File: config.mk
export PLATFORM = sky130hd
export DESIGN_NAME = fifo_wr_ctrl
export DESIGN_NICKNAME = d
export VERILOG_FILES = /design/src/rtl/fifo_wr_ctrl_pkg.sv /design/src/rtl/fifo_gray_ptr.sv /design/src/rtl/fifo_wr_ctrl.sv
export SDC_FILE = /design/constraint.sdc
export NUM_CORES = 1
export LEC_CHECK = 0
export CORE_ASPECT_RATIO = 1.25
export CORE_UTILIZATION = 25
export DETAILED_ROUTE_END_ITERATION = 7
export GPL_TIMING_DRIVEN = 1
export PLACE_DENSITY = 0.48
export SLEW_MARGIN = 10
export SYNTH_ARGS = -nofsm -noshare
export SYNTH_HDL_FRONTEND = slang
export SYNTH_SLANG_ARGS = --single-unit
File: constraint.sdc
create_clock -name wclk -period 1.58 [get_ports wclk]
set_input_delay 0.237 -clock wclk [delete_from_list [all_inputs] [get_ports wclk]]
set_output_delay 0.237 -clock wclk [all_outputs]
set_load 0.1 [all_outputs]
File: src/rtl/fifo_wr_ctrl_pkg.sv
// Shared definitions for the FIFO write-side controller: FSM encoding, Gray quadrants, bin2gray.
// The HOLD state only exists when FIFO_WR_HOLD_EN is defined.
package fifo_wr_ctrl_pkg;

`ifdef FIFO_WR_HOLD_EN
    typedef enum logic [1:0] {
        IDLE  = 2'b00,
        WRITE = 2'b01,
        HOLD  = 2'b10
    } wr_state_e;
`else
    typedef enum logic [1:0] {
        IDLE  = 2'b00,
        WRITE = 2'b01
    } wr_state_e;
`endif

    // Two MSBs of the Gray pointer walk these quadrants; the async comparator
    // infers direction (filling vs draining) from the quadrant relationship.
    localparam logic [1:0] Q1 = 2'b00;
    localparam logic [1:0] Q2 = 2'b01;
    localparam logic [1:0] Q3 = 2'b11;
    localparam logic [1:0] Q4 = 2'b10;

    // Width-agnostic up to 32 bits; callers zero-extend in and truncate out.
    function automatic logic [31:0] bin2gray(input logic [31:0] b);
        return b ^ (b >> 1);
    endfunction

endpackage

File: src/rtl/fifo_gray_ptr.sv
// Binary/Gray write-pointer register pair; both advance together on inc.
module fifo_gray_ptr
    import fifo_wr_ctrl_pkg::*;
#(
    parameter int W = 4
) (
    input  logic         wclk,
    input  logic         rst,
    input  logic         inc,
    output logic [W-1:0] bin,
    output logic [W-1:0] gray
);

    logic [W-1:0] bin_nxt;

    assign bin_nxt = bin + W'(1);

    // Gray is registered directly so the comparator never sees a multi-bit glitch.
    always_ff @(posedge wclk or posedge rst) begin
        if (rst) begin
            bin  <= '0;
            gray <= '0;
        end else if (inc) begin
            bin  <= bin_nxt;
            gray <= W'(bin2gray(32'(bin_nxt)));
        end
    end

endmodule

File: src/rtl/fifo_wr_ctrl.sv
// Write-side FIFO controller: accepts one request per two cycles, writes RAM, then advances wptr.
// Define FIFO_WR_HOLD_EN to park requests that arrive while full instead of dropping them.
module fifo_wr_ctrl
    import fifo_wr_ctrl_pkg::*;
#(
    parameter int ADDR_WIDTH = 4,
    parameter int DATA_WIDTH = 8
) (
    input  logic                  wclk,
    input  logic                  rst,
    input  logic                  wr_req,
    input  logic [DATA_WIDTH-1:0] wr_data,
    output logic                  wr_rdy,
    output logic                  wr_ack,
    input  logic                  fifo_full,
    output logic                  ram_we,
    output logic [ADDR_WIDTH-1:0] ram_waddr,
    output logic [DATA_WIDTH-1:0] ram_wdata,
    output logic [ADDR_WIDTH-1:0] wptr,
    input  logic                  ovf_clr,
    output logic                  overflow,
    output wr_state_e             state_dbg
);

    // Handshake: wr_rdy is high only in IDLE; a request is taken when
    // wr_req & wr_rdy and the accept condition holds, and wr_ack marks that
    // same cycle. Requests seen while wr_rdy is low are ignored, not queued.

    wr_state_e             state, state_nxt;
    logic [ADDR_WIDTH-1:0] bptr;
    logic                  ptr_inc;
    logic                  capture;
    logic                  drop;

    fifo_gray_ptr #(.W(ADDR_WIDTH)) u_ptr (
        .wclk (wclk),
        .rst  (rst),
        .inc  (ptr_inc),
        .bin  (bptr),
        .gray (wptr)
    );

    always_ff @(posedge wclk or posedge rst) begin
        if (rst) state <= IDLE;
        else     state <= state_nxt;
    end

    always_comb begin
        state_nxt = state;
        wr_rdy    = 1'b0;
        wr_ack    = 1'b0;
        ram_we    = 1'b0;
        ptr_inc   = 1'b0;
        capture   = 1'b0;
        drop      = 1'b0;
        case (state)
            IDLE: begin
                wr_rdy = 1'b1;
                if (wr_req) begin
                    if (!fifo_full) begin
                        wr_ack    = 1'b1;
                        capture   = 1'b1;
                        state_nxt = WRITE;
                    end else begin
`ifdef FIFO_WR_HOLD_EN
                        wr_ack    = 1'b1;
                        capture   = 1'b1;
                        state_nxt = HOLD;
`else
                        drop      = 1'b1;
`endif
                    end
                end
            end
            // wptr advances on the same edge that closes the RAM write cycle.
            WRITE: begin
                ram_we    = 1'b1;
                ptr_inc   = 1'b1;
                state_nxt = IDLE;
            end
`ifdef FIFO_WR_HOLD_EN
            HOLD: begin
                if (!fifo_full) state_nxt = WRITE;
            end
`endif
            default: state_nxt = IDLE;
        endcase
    end

    // Address can be latched at accept time: nothing else moves bptr before WRITE.
    always_ff @(posedge wclk or posedge rst) begin
        if (rst) begin
            ram_waddr <= '0;
            ram_wdata <= '0;
        end else if (capture) begin
            ram_waddr <= bptr;
            ram_wdata <= wr_data;
        end
    end

    always_ff @(posedge wclk or posedge rst) begin
        if (rst)          overflow <= 1'b0;
        else if (drop)    overflow <= 1'b1;
        else if (ovf_clr) overflow <= 1'b0;
    end

    assign state_dbg = state;

endmodule

# Yosys cells after proc, flatten, opt, wreduce, memory -nomap -nowiden
# Cells that the tools add are included.
# totals
regBits	23
latch_bits	0
ram_bits	0
rom_bits	0
inputBits	13
output_inout_bits	22
elab_cells	27
memories	0
# op_classes
n_addsub	1
multipliers	0
div_mod_pow	0
magnitude_cmp	0
n_eq_ne	3
shift	0
n_mux	13
bitwise_logic	1
reduce_logical	3
# ops
cell	count
1-bit 2-to-1 mux	10
2-bit 2-to-1 mux	3
4-bit by 1-bit adder with 4-bit output, second input constant	1
2-bit != test, second input constant	2
4-bit by 3-bit XOR with 4-bit output	1
2-bit by 1-bit equality test with 1-bit output, second input constant	1
2-bit logical NOT	1
2-bit AND reduction	1
2-bit nonzero test	1

# Longest topological paths before layout
# Gate-level depths: netlist of the first run.
# logic_depth
ltp_word	4
mapped_depth	4
depth_no_buf	4

# Hierarchy
# From an unflattened synthesis of the first run, not the netlist that was laid out.
# hier_totals
hier_cells	62
hier_area_um2	907.1
# by_module_without_submodules
module	n_inst	cells_per_inst	area_each_um2	seq_area_each_um2
fifo_wr_ctrl	1	36	563.0	350.3
fifo_gray_ptr	1	26	344.1	175.2

# Worst setup path before layout of the first run
# Ideal clock, no wire load.
# synth_timing
kind	register -> register
startpoint	register state[0], in the netlist state_dbg[0]
endpoint	register ram_waddr[2]
setup_ns	0.125
arrival_time_ns	1.959
required_ns	1.455
setup_slack_ns	-0.505
stages_incl_launch_ff	5
path_buffers	2
synth_period_minus_slack_ns	2.085
path_cell_list	dfrtp_1 > buf_6 > nor3b_4 > buf_6 > mux2_2
# synth_between
elab_chain_len	2
# synth_rtl
element	line_no	source
start, declared	fifo_wr_ctrl.sv:29	wr_state_e state, state_nxt;
start signal, assigned	fifo_wr_ctrl.sv:45	else state <= state_nxt;
2-bit logical NOT	n/a	
1-bit 2-to-1 mux	n/a	
net wr_ack	fifo_wr_ctrl.sv:14	output logic wr_ack,
end signal, assigned	fifo_wr_ctrl.sv:96	ram_waddr <= bptr;
end, declared	fifo_wr_ctrl.sv:17	output logic [ADDR_WIDTH-1:0] ram_waddr,
# The timed path passes the listed nets, and every way through them passes these cells.
# A chain may end at the register's enable or synchronous reset.

# Worst setup path after layout of the first run
# layout_timing
startpoint	register state[0], in the netlist state_dbg[0]
endpoint	output port wr_ack
# layout_between
elab_chain_len	2
# layout_rtl
element	line_no	source
2-bit logical NOT	fifo_wr_ctrl.sv:56	case (state)
1-bit 2-to-1 mux	fifo_wr_ctrl.sv:56	
end, declared	fifo_wr_ctrl.sv:14	
# Every way passes these cells.

==> flow_metrics.py, run 1 <==
metrics = {
    "run_status": {
        "status": "completed",
    },
    "clock_network": {
        "ctsResizeCount": 0,
        "ctsHoldBuffers": 0,
        "clk_pin_slew_worst_paths_ns": 0.08,
        "cts_tree": "yes",
        "cts_root_buf": "clkbuf_8",
        "numCtsBuffers": 3,
        "postCtsSetupBuffers": 0,
        "h-tree-depth": 1,
        "clock_tree.buffer_depth": 2,
        "insertion_delay_ns": 0.25,
        "cts_num_sinks": 21,
    },
    "floorplan": {
        "die_h_um": 69.2,
        "num_rows": 24,
        "ioPinCount": 35,
        "coreArea_mm2": 0.00345,
        "die_width_um": 55.7,
        "initial_core_util_pct": 26.1,
        "dieArea_mm2": 0.00385,
    },
    "synth": {
        "avgSynthCellArea_um2": 14.8,
        "syn-num-nets": 75,
        "synthCells": 61,
        "yosys_warnings": 0,
        "ys_seq_area_share_pct": 58.3,
        "synth.distinct_cells": 15,
        "syn_area_um2": 902,
        "ys_ff_latch": 21,
    },
    "sta": {
        "fmax_mhz": 664,
        "maxSlewViolCount": 0,
        "fin_crit_sh_pct": 95.3,
        "rsz0062_at_grt": "no",
        "fin_crit_ns": 1.51,
        "setup_viol": 0,
        "skew_ns": 0.00244,
        "hold_viol": 0,
    },
    "critical_path": {
        "crit_required_ns": 1.34,
        "cp-end-kind": "output pin",
        "startpoint_type": "flop",
        "crit_type": "flop to output pin",
        "cp_max_fo": 8,
        "cp_data_arrival_time_ns": 1.27,
    },
    "final_layout": {
        "finish.net_count": 121,
        "nFillCells": 311,
        "area.growth.synth_to_final_pct": 81.8,
        "layout_common_cells": "22 x buf_12, 20 x dfrtp_1, 12 x clkdlybuf4s50_1, 12 x buf_4, 9 x mux2_4",
        "diodes": 0,
        "layout-drive-gt1-share_pct": 52.8,
        "final_cells": 145,
        "final_common_cell": "buf_12",
    },
    "route": {
        "wire_per_inst_um": 13.2,
        "via_count": 605,
        "vias_per_cell": 4.17,
        "drc": 0,
        "ant_nets": 0,
        "drt_iter0_drc": 11,
        "drt-total-wl_um": 1910,
        "dr.pass1.iters": 2,
    },
    "grt": {
        "antenna_found_initial": 0,
        "grt_usage_pct": 10.8,
        "overflow": 0,
        "grt_pass1_wl_um": 3200,
        "first_global_vias": 658,
        "grt_max_degree": 22,
    },
    "placement": {
        "place.gp.congestion": 0.726,
        "io_buffer_count": 33,
        "dpl.hpwl_um": 1420,
        "dp_cells": 134,
    },
    "worst_hold_path": {
        "min_path_type": "input port to async pin",
    },
    "run": {
        "maxCapViolCount": 0,
    },
}
==> stage by stage <==
step           setup WS [ns]  setup TNS (ns)  hold slack [ns]  instance area [um^2]  utilization [%]
2_1_floorplan         -0.183           -1.87            0.214                   948                -
3_3_place_gp        -0.00283        -0.00753            0.541                  1540             44.6
3_5_place_dp         -0.0649          -0.356            0.552                  1540             44.6
4_1_cts             0.000511               0            0.334                  1590             46.0
5_1_grt               0.0162               0            0.343                  1640             47.5
6_report              0.0742               0            0.320                  1640             47.5
==> sequential cells by signal, indices dropped and copies added (netlist names) <==
signal / flops
u_ptr.gray: 4
ram_wdata: 8
state_dbg: 1
ram_waddr: 4
u_ptr.bin: 3
overflow: 1
==> synth_stat cells <==
| library cell | n | share of area, % |
|---|---|---|
| dfrtp_1 | 21 | 58 |
| mux2_2 | 16 | 20 |
| xnor2_1 | 7 | 6.8 |
| buf_4 | 3 | 2.5 |
| inv_1 | 3 | 1.2 |
| buf_6 | 2 | 2.5 |
| a21boi_0 | 1 | 0.83 |
| a32o_1 | 1 | 1.1 |
| conb_1 | 1 | 0.42 |
| ha_1 | 1 | 1.4 |
| nand2_1 | 1 | 0.42 |
| nand4_1 | 1 | 0.69 |
| nor3b_1 | 1 | 0.83 |
| nor3b_4 | 1 | 2.1 |
| xor2_1 | 1 | 0.97 |
==> final timing paths <==
check / end / slack, ns / cells after the start / start
max: wr_ack / 0.07 / 3 / state_dbg[0]
min: ram_waddr[0] / 0.32 / 3 / rst
max reg2reg: ram_waddr[0] / 0.17 / 4 / state_dbg[0]
min reg2reg: overflow / 0.57 / 1 / overflow
max in group asynchronous: state_dbg[0] / 1.01 / 3 / rst
min in group wclk: overflow / 0.57 / 1 / overflow
==> metal layers <==
layer	global-route usage, %	up-vias	wire length [um]
met4	5.00	0	14
met5	0	-	0
li1	-	290	-
met2	18.1	22	1010
met1	12.7	291	763
met3	3.00	2	116
==> critical path, stage by stage (launching register included) <==
cell and delay [ns]:
dfrtp_4 0.49, nor3b_4 0.21, buf_12 0.15, buf_12 0.17
==> cell families (layout without fill, tap and decap cells) <==
logic type | count (synthesis) | after routing | share of synthesized area, %
compound gates | 2 | 2 | 1.94
xor+xnor | 8 | 8 | 7.77
fa+ha+maj | 1 | 1 | 1.39
buf+inv | 8 | 53 | 6.24
flops | 21 | 21 | 58.3
mux | 16 | 16 | 20.0
other cells | 1 | 1 | 0.416
simple gates | 4 | 4 | 4.02
==> area by class of cell <==
cell class	instances	area (um^2)	area share, %
Sequential cell	21	529	32.3
Clock inverter	1	5.00	0.305
Inverter	3	11.3	0.687
Multi-Input combinational cell	32	354	21.6
Clock buffer	3	41.3	2.52
Tap cell	39	48.8	2.97
Timing Repair Buffer	46	651	39.7
Power of run 1 is left out: the tool's default activity adds up to more than one toggle a clock period on the data nets, which glitch-free logic cannot reach.
==> inputs of run 2 (changes only) <==
Settings changed: PLACE_DENSITY 0.48 to 0.5.
Clock period 1.58 ns to 1.3 ns, I/O delays scaled along.
==> flow_metrics.py, run 2 (same netlist as run 1, synthesis figures left out) <==
metrics = {
    "run_status": {
        "status": "finished with violations",
        "violations": "design-rule violations, negative setup slack",
    },
    "floorplan": {
        "coreArea_mm2": 0.00345,
        "dieArea_mm2": 0.00385,
        "die_width_um": 55.7,
        "initial_core_util_pct": 26.1,
        "die_h_um": 69.2,
        "ioPinCount": 35,
        "num_rows": 24,
    },
    "sta": {
        "maxSlewViolCount": 0,
        "layout_setup_ws_ns": -0.145,
        "fin_crit_ns": 1.45,
        "setup_viol": 16,
        "hold_viol": 0,
        "fmax_mhz": 692,
        "skew_ns": 0.00193,
        "rsz0062_at_grt": "yes",
        "fin_crit_sh_pct": 111,
    },
    "critical_path": {
        "rr_startpoint": "state_dbg[0]",
        "path_delay_family": "flip-flops",
        "cp-end-kind": "output pin",
        "cp.buffers_inverters": 2,
        "cp_max_fo": 4,
        "crit_type": "flop to output pin",
        "cp_slowest_cell": "dfrtp_4",
        "rrSetupSlack_ns": -0.12,
        "path_depth": 3,
        "r2r_end": "ram_waddr[1]",
        "cp_common_cell": "buf_12",
        "crit_required_ns": 1.11,
        "crit_chain": "nor3b_4 > buf_12 > buf_12",
        "crit_path_max_incr_delay_ns": 0.49,
        "startpoint_type": "flop",
        "cp_data_arrival_time_ns": 1.25,
        "r2r_cells": 4,
    },
    "clock_network": {
        "insertion_delay_ns": 0.25,
        "cts_tree": "yes",
        "ctsHoldBuffers": 0,
        "cts_root_buf": "clkbuf_8",
        "numCtsBuffers": 3,
        "h-tree-depth": 1,
        "clock_tree.buffer_depth": 2,
        "clk_pin_slew_worst_paths_ns": 0.07,
        "cts_num_sinks": 21,
    },
    "grt": {
        "grt_pass1_wl_um": 3280,
        "overflow": 0,
        "first_global_vias": 651,
        "grt_usage_pct": 11.1,
        "grt_max_degree": 22,
        "antenna_found_initial": 0,
    },
    "final_layout": {
        "layout-drive-gt1-share_pct": 53.8,
        "reg.largest.list": "ram_wdata x8, ram_waddr x4, u_ptr.gray x4",
        "finish.net_count": 119,
        "layout_common_cells": "22 x buf_12, 20 x dfrtp_1, 12 x clkdlybuf4s50_1",
        "final_common_cell": "buf_12",
        "diodes": 0,
        "fin_area_mm2": 0.00164,
        "final_cells": 143,
        "largest_reg_flops": 8,
        "area.growth.synth_to_final_pct": 82.2,
        "regMostFlops": "ram_wdata",
        "fin_util_pct": 47.6,
    },
    "route": {
        "drt-total-wl_um": 1880,
        "ant_nets": 0,
        "drt_iter0_drc": 5,
        "wire_per_inst_um": 13.1,
        "via_count": 615,
        "dr.pass1.iters": 5,
        "drc": 1,
        "vias_per_cell": 4.30,
    },
    "placement": {
        "dpl.hpwl_um": 1350,
        "io_buffer_count": 33,
        "dp_cells": 136,
        "place.gp.congestion": 0.650,
        "placed_area_mm2": 0.00156,
    },
    "worst_hold_path": {
        "min_path_type": "input port to async pin",
    },
    "run": {
        "maxCapViolCount": 0,
    },
}
==> run 2: cell types whose count changed in the layout (fill, tap and decap cells not counted), sizes merged <==
cell	delta
buf	-2
clkbuf	+1
clkinv	-1
==> run 2: worst min-delay path, stage by stage <==
cell	delay (ns)
clkdlybuf4s50_1	0.40
inv_1	0.05
buf_4	0.28
==> run 2: how the worst max path moves through the flow <==
stage	startpoint	end	slack [ns]
after detailed placement	fifo_full	ram_waddr[1]	-0.29
after global routing	state_dbg[0]	wr_ack	-0.21
final	state_dbg[0]	wr_ack	-0.15
after CTS	state_dbg[0]	wr_ack	-0.16
after floorplan	state_dbg[0]	ram_waddr[2]	-0.46
after global placement	fifo_full	ram_waddr[3]	-0.24
==> run 2: what timing repair did <==
action                     CTS  global route
setup buffers                3             0
pin swaps                    0             0
setup endpoints to repair   16            18
resized for setup            1             3
==> run 2: stage by stage <==
step | TNS [ns] | hold WS (ns) | worst slack (ns)
6_report | -1.36 | 0.282 | -0.145
5_1_grt | -2.23 | 0.315 | -0.211
4_1_cts | -1.55 | 0.287 | -0.161
3_3_place_gp | -2.80 | 0.540 | -0.241
2_1_floorplan | -5.92 | 0.172 | -0.463
3_5_place_dp | -3.06 | 0.550 | -0.286
==> run 2: final cells by class <==
class	count	area, um^2
Timing Repair Buffer	44	636
Multi-Input combinational cell	32	374
Tap cell	39	48.8
Inverter	3	11.3
Sequential cell	21	529
Clock buffer	4	45.0
Fill cell	332	1810
==> run 2: per-layer routing <==
metal  share of wire [%]  routed length (um)  up-vias  track usage, %
li1                    -                   -      287               -
met1                  42                 795      304            14.3
met2                  52                 971       24            17.0
met3                 5.8                 109        0            2.81
met4                   0                   0        0            5.83
met5                   0                   0        -               0
Power of run 2 is left out for the same reason.
==> inputs of run 3 (changes only) <==
Settings changed: PLACE_DENSITY 0.5 to 0.59.
==> flow_metrics.py, run 3 (same netlist as run 1, synthesis figures left out) <==
metrics = {
    "run_status": {
        "violations": "negative setup slack",
        "status": "finished with violations",
    },
    "sta": {
        "fin_crit_ns": 1.44,
        "fin_crit_sh_pct": 111,
        "setup_viol": 16,
        "layout_setup_ws_ns": -0.144,
        "setup_tns_ns": -1.34,
        "rsz0062_at_grt": "yes",
        "skew_ns": 0.00542,
        "maxSlewViolCount": 0,
        "hold_viol": 0,
        "fmax_mhz": 692,
    },
    "final_layout": {
        "diodes": 0,
        "reg.largest.list": "ram_wdata x8, ram_waddr x4, u_ptr.gray x4",
        "layout-drive-gt1-share_pct": 55.3,
        "area.growth.synth_to_final_pct": 83.9,
        "largest_reg_flops": 8,
        "layout_common_cells": "21 x buf_12, 20 x dfrtp_1, 13 x mux2_4",
        "finish.net_count": 118,
        "final_common_cell": "buf_12",
        "regMostFlops": "ram_wdata",
        "nFillCells": 309,
    },
    "critical_path": {
        "crit_path_max_incr_delay_ns": 0.49,
        "cp_max_fo": 2,
        "cp.buffers_inverters": 2,
        "path_delay_family": "flip-flops",
        "crit_chain": "nor3b_4 > buf_6 > buf_12",
        "cp_slowest_cell": "dfrtp_4",
        "crit_type": "flop to output pin",
        "startpoint_type": "flop",
        "cp-end-kind": "output pin",
        "cp_data_arrival_time_ns": 1.25,
        "crit_required_ns": 1.11,
    },
    "route": {
        "ant_nets": 0,
        "vias_per_cell": 4.33,
        "wire_per_inst_um": 13.5,
        "drt-total-wl_um": 1920,
        "via_count": 615,
        "dr.pass1.iters": 2,
        "drt_iter0_drc": 7,
        "drc": 0,
    },
    "floorplan": {
        "ioPinCount": 35,
        "coreArea_mm2": 0.00345,
        "num_rows": 24,
        "dieArea_mm2": 0.00385,
        "die_h_um": 69.2,
        "initial_core_util_pct": 26.1,
        "die_width_um": 55.7,
    },
    "grt": {
        "overflow": 0,
        "grt_max_degree": 22,
        "antenna_found_initial": 0,
        "grt_usage_pct": 11.3,
        "grt_pass1_wl_um": 3430,
        "first_global_vias": 702,
    },
    "clock_network": {
        "insertion_delay_ns": 0.26,
        "cts_tree": "yes",
        "numCtsBuffers": 3,
        "clk_pin_slew_worst_paths_ns": 0.08,
        "cts_num_sinks": 21,
        "h-tree-depth": 1,
        "ctsHoldBuffers": 0,
        "cts_root_buf": "clkbuf_8",
        "clock_tree.buffer_depth": 2,
    },
    "placement": {
        "dpl.hpwl_um": 1430,
        "place.gp.congestion": 0.683,
        "io_buffer_count": 33,
    },
    "worst_hold_path": {
        "min_path_type": "input port to async pin",
    },
    "run": {
        "maxCapViolCount": 0,
    },
}
==> run 3: metrics by stage <==
stage / worst slack (ns) / cell area (um^2) / hold slack (ns) / util (%) / std cells
after floorplan: -0.463 / 951 / 0.172 / - / 61
after global placement: -0.239 / 1550 / 0.548 / 44.8 / 136
after detailed placement: -0.254 / 1550 / 0.550 / 44.8 / 136
after CTS: -0.163 / 1610 / 0.276 / 46.7 / 141
after global routing: -0.200 / 1660 / 0.298 / 48.0 / 142
final: -0.144 / 1660 / 0.260 / 48.0 / 142
==> run 3: worst min-delay path, delay by kind of cell <==
| kind | cells | cell delay, ns |
|---|---|---|
| buffers and inverters | 3 | 0.71 |
==> run 3: repair_timing <==
action	in CTS	in global routing
endpoints found under the setup margin	14	18
setup buffers	1	1
endpoints found under the hold margin	0	0
resized for setup	3	9
==> run 3: layout make-up <==
cell class	instances	area [um^2]	area share [%]
inverters	3	11.3	0.679
well taps	39	48.8	2.94
repair buffers	43	627	37.8
clock inverters	1	5.00	0.302
clock buffers	3	41.3	2.49
multi-input cells	32	397	23.9
flip-flops and latches	21	529	31.9
==> run 3: worst paths after layout <==
path,start,end,slack (ns),depth (start not counted)
setup / recovery,state_dbg[0],wr_ack,-0.14,3
hold / removal,rst,ram_wdata[1],0.26,3
setup reg to reg,state_dbg[0],ram_wdata[1],-0.11,4
hold reg to reg,overflow,overflow,0.57,1
max in group asynchronous,rst,state_dbg[0],0.80,3
min in group wclk,wr_data[5],ram_wdata[5],0.55,2
==> run 3: routing by layer <==
| metal | vias to the layer above | global-route usage (%) | routed length [um] |
|---|---|---|---|
| met1 | 311 | 14.2 | 796 |
| met4 | 0 | 3.33 | 0 |
| li1 | 283 | - | - |
| met3 | 0 | 3.56 | 117 |
| met5 | - | 0 | 0 |
| met2 | 21 | 18.5 | 1010 |
Power of run 3 is left out for the same reason.
